==> config.mk <==
export PLATFORM = sky130hd
export DESIGN_NAME = reset_sequencer
export DESIGN_NICKNAME = d
export VERILOG_FILES = /design/src/rtl/reset_sequencer.sv
export SDC_FILE = /design/constraint.sdc
export NUM_CORES = 1
export LEC_CHECK = 0
export CORE_MARGIN = 3
export CORE_UTILIZATION = 25
export CTS_BUF_LIST = sky130_fd_sc_hd__clkbuf_4 sky130_fd_sc_hd__clkbuf_8 sky130_fd_sc_hd__clkbuf_16
export CTS_CLUSTER_DIAMETER = 50
export CTS_CLUSTER_SIZE = 28
export DETAILED_ROUTE_END_ITERATION = 10
export PLACE_DENSITY = 0.42
export SYNTH_ARGS = -nofsm -noshare
export SYNTH_HDL_FRONTEND = slang
export SYNTH_SLANG_ARGS = --single-unit
==> constraint.sdc <==
create_clock -name clk -period 2.6 [get_ports clk]
set_input_delay 0.39 -clock clk [delete_from_list [all_inputs] [get_ports clk]]
set_output_delay 0.39 -clock clk [all_outputs]
set_load 0.02 [all_outputs]
==> src/rtl/reset_sequencer.sv <==
`default_nettype none
// +----------------------------------------------------------------------------+
// | reset_sequencer: debounced button / soft request / FPGA-start driven       |
// | staggered multi-channel reset release. Optional macro: RESET_SEQUENCER_CAUSE_EN |
// | Revision: 1.0                                                              |
// +----------------------------------------------------------------------------+
module reset_sequencer #(
  parameter int HOLD_CYCLES     = 500000,
  parameter int DEBOUNCE_CYCLES = 10000,
  parameter int NUM_CH          = 3,
  parameter int STAGGER_CYCLES  = 1000
) (
  input  logic              clk,
  input  logic              reset,
  input  logic              fpga_but1,
  input  logic              fpgaStart,
  input  logic              ext_req,
  output logic [NUM_CH-1:0] reset_n,
  output logic              busy
`ifdef RESET_SEQUENCER_CAUSE_EN
  ,
  output logic [1:0]        last_cause
`endif
);

  localparam int HW = (HOLD_CYCLES > 1)     ? $clog2(HOLD_CYCLES)     : 1;
  localparam int DW = (DEBOUNCE_CYCLES > 1) ? $clog2(DEBOUNCE_CYCLES) : 1;
  localparam int SW = (STAGGER_CYCLES > 1)  ? $clog2(STAGGER_CYCLES)  : 1;
  localparam int CW = (NUM_CH > 1)          ? $clog2(NUM_CH)          : 1;

  localparam logic [HW-1:0] HOLD_LAST = HW'(HOLD_CYCLES - 1);
  localparam logic [DW-1:0] DEB_LAST  = DW'(DEBOUNCE_CYCLES - 1);
  localparam logic [SW-1:0] STAG_LAST = SW'(STAGGER_CYCLES - 1);
  localparam logic [CW-1:0] CH_LAST   = CW'(NUM_CH - 1);

  typedef enum logic [1:0] {
    WAIT_START = 2'd0,
    HOLD       = 2'd1,
    RELEASE    = 2'd2,
    RUN        = 2'd3
  } state_t;

  logic [1:0]        sync_q;
  logic              armed_q, armed_d;
  logic [DW-1:0]     deb_cnt_q, deb_cnt_d;
  logic              trig_q, trig_d;

  state_t            state_q, state_d;
  logic [HW-1:0]     hold_q, hold_d;
  logic [SW-1:0]     stag_q, stag_d;
  logic [CW-1:0]     ch_q, ch_d;
  logic [NUM_CH-1:0] rn_q, rn_d;
  logic              busy_q, busy_d;
`ifdef RESET_SEQUENCER_CAUSE_EN
  logic [1:0]        cause_q, cause_d;
`endif

  // Debouncer counts runs of the level it is waiting for: low when armed, high when not.
  always_comb begin
    armed_d   = armed_q;
    deb_cnt_d = deb_cnt_q;
    trig_d    = 1'b0;
    if (sync_q[1] != armed_q) begin
      if (deb_cnt_q == DEB_LAST) begin
        trig_d    = armed_q;
        armed_d   = ~armed_q;
        deb_cnt_d = '0;
      end else begin
        deb_cnt_d = deb_cnt_q + DW'(1);
      end
    end else begin
      deb_cnt_d = '0;
    end
  end

  always_comb begin
    state_d = state_q;
    hold_d  = hold_q;
    stag_d  = stag_q;
    ch_d    = ch_q;
    rn_d    = rn_q;
`ifdef RESET_SEQUENCER_CAUSE_EN
    cause_d = cause_q;
`endif
    if (!fpgaStart) begin
      state_d = WAIT_START;
      hold_d  = '0;
      stag_d  = '0;
      ch_d    = '0;
      rn_d    = '0;
    end else if ((state_q != WAIT_START) && (trig_q || ext_req)) begin
      state_d = HOLD;
      hold_d  = '0;
      stag_d  = '0;
      ch_d    = '0;
      rn_d    = '0;
`ifdef RESET_SEQUENCER_CAUSE_EN
      cause_d = {ext_req, trig_q};
`endif
    end else begin
      case (state_q)
        WAIT_START: begin
          state_d = HOLD;
          hold_d  = '0;
          rn_d    = '0;
`ifdef RESET_SEQUENCER_CAUSE_EN
          cause_d = 2'd0;
`endif
        end
        HOLD: begin
          if (hold_q == HOLD_LAST) begin
            rn_d    = NUM_CH'(1);
            stag_d  = '0;
            ch_d    = CW'(1);
            state_d = (NUM_CH == 1) ? RUN : RELEASE;
          end else begin
            hold_d = hold_q + HW'(1);
          end
        end
        RELEASE: begin
          if (stag_q == STAG_LAST) begin
            rn_d   = rn_q | (NUM_CH'(1) << ch_q);
            stag_d = '0;
            if (ch_q == CH_LAST) begin
              state_d = RUN;
            end else begin
              ch_d = ch_q + CW'(1);
            end
          end else begin
            stag_d = stag_q + SW'(1);
          end
        end
        default: begin
        end
      endcase
    end
    busy_d = ~&rn_d;
  end

  always_ff @(posedge clk) begin
    if (reset) begin
      sync_q    <= 2'b11;
      armed_q   <= 1'b1;
      deb_cnt_q <= '0;
      trig_q    <= 1'b0;
      state_q   <= WAIT_START;
      hold_q    <= '0;
      stag_q    <= '0;
      ch_q      <= '0;
      rn_q      <= '0;
      busy_q    <= 1'b1;
`ifdef RESET_SEQUENCER_CAUSE_EN
      cause_q   <= 2'd0;
`endif
    end else begin
      sync_q    <= {sync_q[0], fpga_but1};
      armed_q   <= armed_d;
      deb_cnt_q <= deb_cnt_d;
      trig_q    <= trig_d;
      state_q   <= state_d;
      hold_q    <= hold_d;
      stag_q    <= stag_d;
      ch_q      <= ch_d;
      rn_q      <= rn_d;
      busy_q    <= busy_d;
`ifdef RESET_SEQUENCER_CAUSE_EN
      cause_q   <= cause_d;
`endif
    end
  end

  assign reset_n = rn_q;
  assign busy    = busy_q;
`ifdef RESET_SEQUENCER_CAUSE_EN
  assign last_cause = cause_q;
`endif

endmodule
`default_nettype wire
==> run_results.csv <==
group,metric,value,unit
sta,final-setup-viol-count,0,
cells_and_area,layout_commonest_cell,"sky130_fd_sc_hd__dfxtp_1",
status,result_of_the_run,"finished clean",
die,coreArea,0.0110,mm2
sta,finalCriticalPeriod,2.15,ns
global_routing,grt_pass1_vias,2332,
cells_and_area,fraction_of_layout_cells_with_a_size_suffix_above_1,8.50,%
cells_and_area,most-common-layout-cells,"sky130_fd_sc_hd__dfxtp_1 (55), sky130_fd_sc_hd__nor2_1 (30), sky130_fd_sc_hd__nand2_1 (28)",
route,drtPass1Iterations,4,
synth,gate_count_after_technology_mapping,336,
clock_tree,clkLatencyLatePin,0.30,ns
synth,seq_area_frac_synth,38.6,%
route,route.detailed.drc,0,
worst_hold_path,hold_path.startpoint,"sync_q[0]",
worst_hold_path,min-delay-path-class,"reg2reg",
sta,timing_hold_violations_final,0,
route,dr_total_vias,2432,
clock_tree,holdBufCountCts,0,
worst_setup_path,setup.worst_path.start_class,"register",
synth,yosysTopAreaCellShare,38.6,%
synth,ys_top_cells_by_area,"sky130_fd_sc_hd__dfxtp_1 (39%), sky130_fd_sc_hd__ha_1 (4.8%), sky130_fd_sc_hd__nor2_1 (3.9%)",
synth,ys_types,58,
synth,postSynth.asyncResetShare,0,%
die,initial_utilization,26.0,%
synth,syn_area,0.00286,mm2
worst_setup_path,path_class,"reg2reg",
die,dieWidth,113,um
worst_setup_path,critical_path_fanout_max,11,
clock_tree,clockRootBuffer,"sky130_fd_sc_hd__clkbuf_16",
worst_setup_path,crit_chain,"inv_1 -> ha_1 -> clkinv_1 -> nor2_1 -> a21oi_2 -> buf_4 -> or3_1 -> a21oi_1",
route,routed_wirelength,6870,um
global_routing,initial_antenna_violation_count,0,
route,drt-vias-per-instance,4.93,
clock_tree,post_cts_setup_buffers,0,
die,placementRows,38,
sta,fin_tns_setup,0,ns
sta,clock_skew,0.00818,ns
global_routing,grtUsageTotal,11.3,%
sta,achievable-frequency,0.465,GHz
sta,final-max-slew-violation-count,0,
die,floorplan.io_pins,9,
flow_run,maxCapViolations,0,
power,leakagePower,1.05,nW
global_routing,grt_pass1_wl,11700,um
clock_tree,htreeDepth,2,
die,die_extent_in_y,113,um
sta,max_slew_margin,56.6,%
synth,synth_edf_count,0,
worst_setup_path,crit_required,2.83,ns
cells_and_area,finalCoreUtilization,30.1,%
route,ant_nets_after_route,0,
worst_setup_path,crit_arrival,2.38,ns
worst_setup_path,cpPeakStageDelay,0.36,ns
sta,final.period_utilization,82.7,%
synth,syn-num-nets,352,
synth,top_ff_cell_synth,"sky130_fd_sc_hd__dfxtp_1",
placement,global_placement_routability_congestion,0.762,
synth,synth.ff_latch_count,55,
sta,grt_setup_unrepaired,"no",
synth,synth_area_per_cell,8.50,um2
synth,synth.yosys.warnings,0,
global_routing,grt-ovfl-total,0,
sta,timing_worst_slew_pin_value,0.651,ns
cells_and_area,number_of_inserted_diodes,0,
synth,netlist.top_cell.by_area,"sky130_fd_sc_hd__dfxtp_1",
cells_and_area,final.fill_count,1146,
clock_tree,cts_tree,"yes",
worst_setup_path,crit_path_start,"state_q[1]",
worst_setup_path,setup.worst_path.end_class,"register",
worst_setup_path,crit_path_top_delay_cell,"sky130_fd_sc_hd__dfxtp_1",
placement,hpwl,5150,um
placement,port_buffers,8,
route,routedWlPerCell,13.9,um
clock_tree,maximum_clock_path_buffer_count,2,
cells_and_area,syn2layout_area_growth,15.8,%
worst_setup_path,critical_path.reg2reg.startpoint,"state_q[1]",
cells_and_area,design.final.nets,368,
die,dieArea,0.0127,mm2
clock_tree,tritoncts.num_buffers,5,
clock_tree,clk_transition_reported_paths,0.07,ns
route,drt-initial-drc-count,95,
power,ir_drop,0.000226,V
clock_tree,clkSinkCount,55,
power,power.density_cell_area,519,mW/mm2
global_routing,maximum_number_of_pins_on_one_net_before_global_route_repair,18,
clock_tree,ctsResizeCount,0,
==> per-stage QoR <==
step	total power (W)	hold slack [ns]	std cells	worst slack, ns	area [um2]
finish	0.00172	0.414	493	0.450	3310
global route	0.00178	0.437	493	0.204	3310
detailed placement	0.00102	0.408	485	0.346	3150
CTS	0.00174	0.416	493	0.412	3310
global placement	0.00102	0.393	485	0.406	3150
floorplan	0.000966	0.389	336	0.763	2860
==> state kept, by name, summed over array words and instances (netlist names) <==
register	count
hold_q	19
ch_q	2
state_q	2
busy	1
sync_q	2
armed_q	1
reset_n	3
trig_q	1
deb_cnt_q	14
stag_q	10
==> power breakdown <==
group	total, W	internal, W	leakage, nW	switching, W
Sequential	0.000853	0.000847	0.444	0.00000604
Clock	0.000713	0.000386	0.0731	0.000327
Combinational	0.000149	0.0000554	0.533	0.0000936
Total	0.00172	0.00129	1.05	0.000426
==> final timing paths <==
path / depth (start not counted) / endpoint / slack [ns]
hold / removal: 1 / sync_q[1] / 0.41
hold reg to reg: 1 / sync_q[1] / 0.41
setup reg to reg: 8 / stag_q[3] / 0.45
setup / recovery: 8 / stag_q[3] / 0.45
==> cells by family after synthesis <==
family                   after synthesis  synth area share [%]
buffers and inverters                 20                  2.89
AND/OR/NAND/NOR                      159                  30.9
flip-flops                            55                  38.6
AO/OA/AOI/OAI                         70                  16.1
multiplexers                           7                  2.45
adder cells (fa/ha/maj)               11                  4.82
XOR/XNOR                              14                  4.29
==> critical path: cells and delay by family, from the launching register on <==
kind	cells	cell delay [ns]
compound gates	2	0.29
fa+ha+maj	1	0.18
buf+inv	3	0.57
flops	1	0.36
simple gates	2	0.69
==> layout make-up <==
| cell class | count | area (um2) | area share, % |
|---|---|---|---|
| clock inverter | 2 | 16.3 | 0.492 |
| clock buffer | 6 | 139 | 4.20 |
| timing repair buffer | 20 | 170 | 5.15 |
| sequential | 55 | 1100 | 33.3 |
| multi-input combinational | 261 | 1670 | 50.5 |
| inverter | 9 | 33.8 | 1.02 |
| tap | 140 | 175 | 5.30 |
==> cells in the mapped netlist (4+ instances only) <==
library cell,count
sky130_fd_sc_hd__nand2_1,28
sky130_fd_sc_hd__nand2b_1,6
sky130_fd_sc_hd__inv_1,8
sky130_fd_sc_hd__mux2i_1,7
sky130_fd_sc_hd__xnor2_1,6
sky130_fd_sc_hd__nor2b_1,4
sky130_fd_sc_hd__ha_1,11
sky130_fd_sc_hd__or4_1,8
sky130_fd_sc_hd__o31ai_1,6
sky130_fd_sc_hd__nand4b_1,4
sky130_fd_sc_hd__nor2_1,30
sky130_fd_sc_hd__nor4_1,7
sky130_fd_sc_hd__or3_1,8
sky130_fd_sc_hd__nor3_1,11
sky130_fd_sc_hd__dfxtp_1,55
sky130_fd_sc_hd__clkbuf_1,7
sky130_fd_sc_hd__nand4_1,10
sky130_fd_sc_hd__nand3_1,18
sky130_fd_sc_hd__xor2_1,8
sky130_fd_sc_hd__o21ai_0,15
sky130_fd_sc_hd__a21oi_1,20
sky130_fd_sc_hd__and3_1,6
==> metal layers <==
metal,vias up,routed length [um],global-route usage [%]
li1,1280,-,-
met1,1123,3480,15.3
met2,25,3140,17.7
met3,4,171,2.35
met4,0,85,4.25
met5,-,0,0
Power figures use the tool's default switching activity.
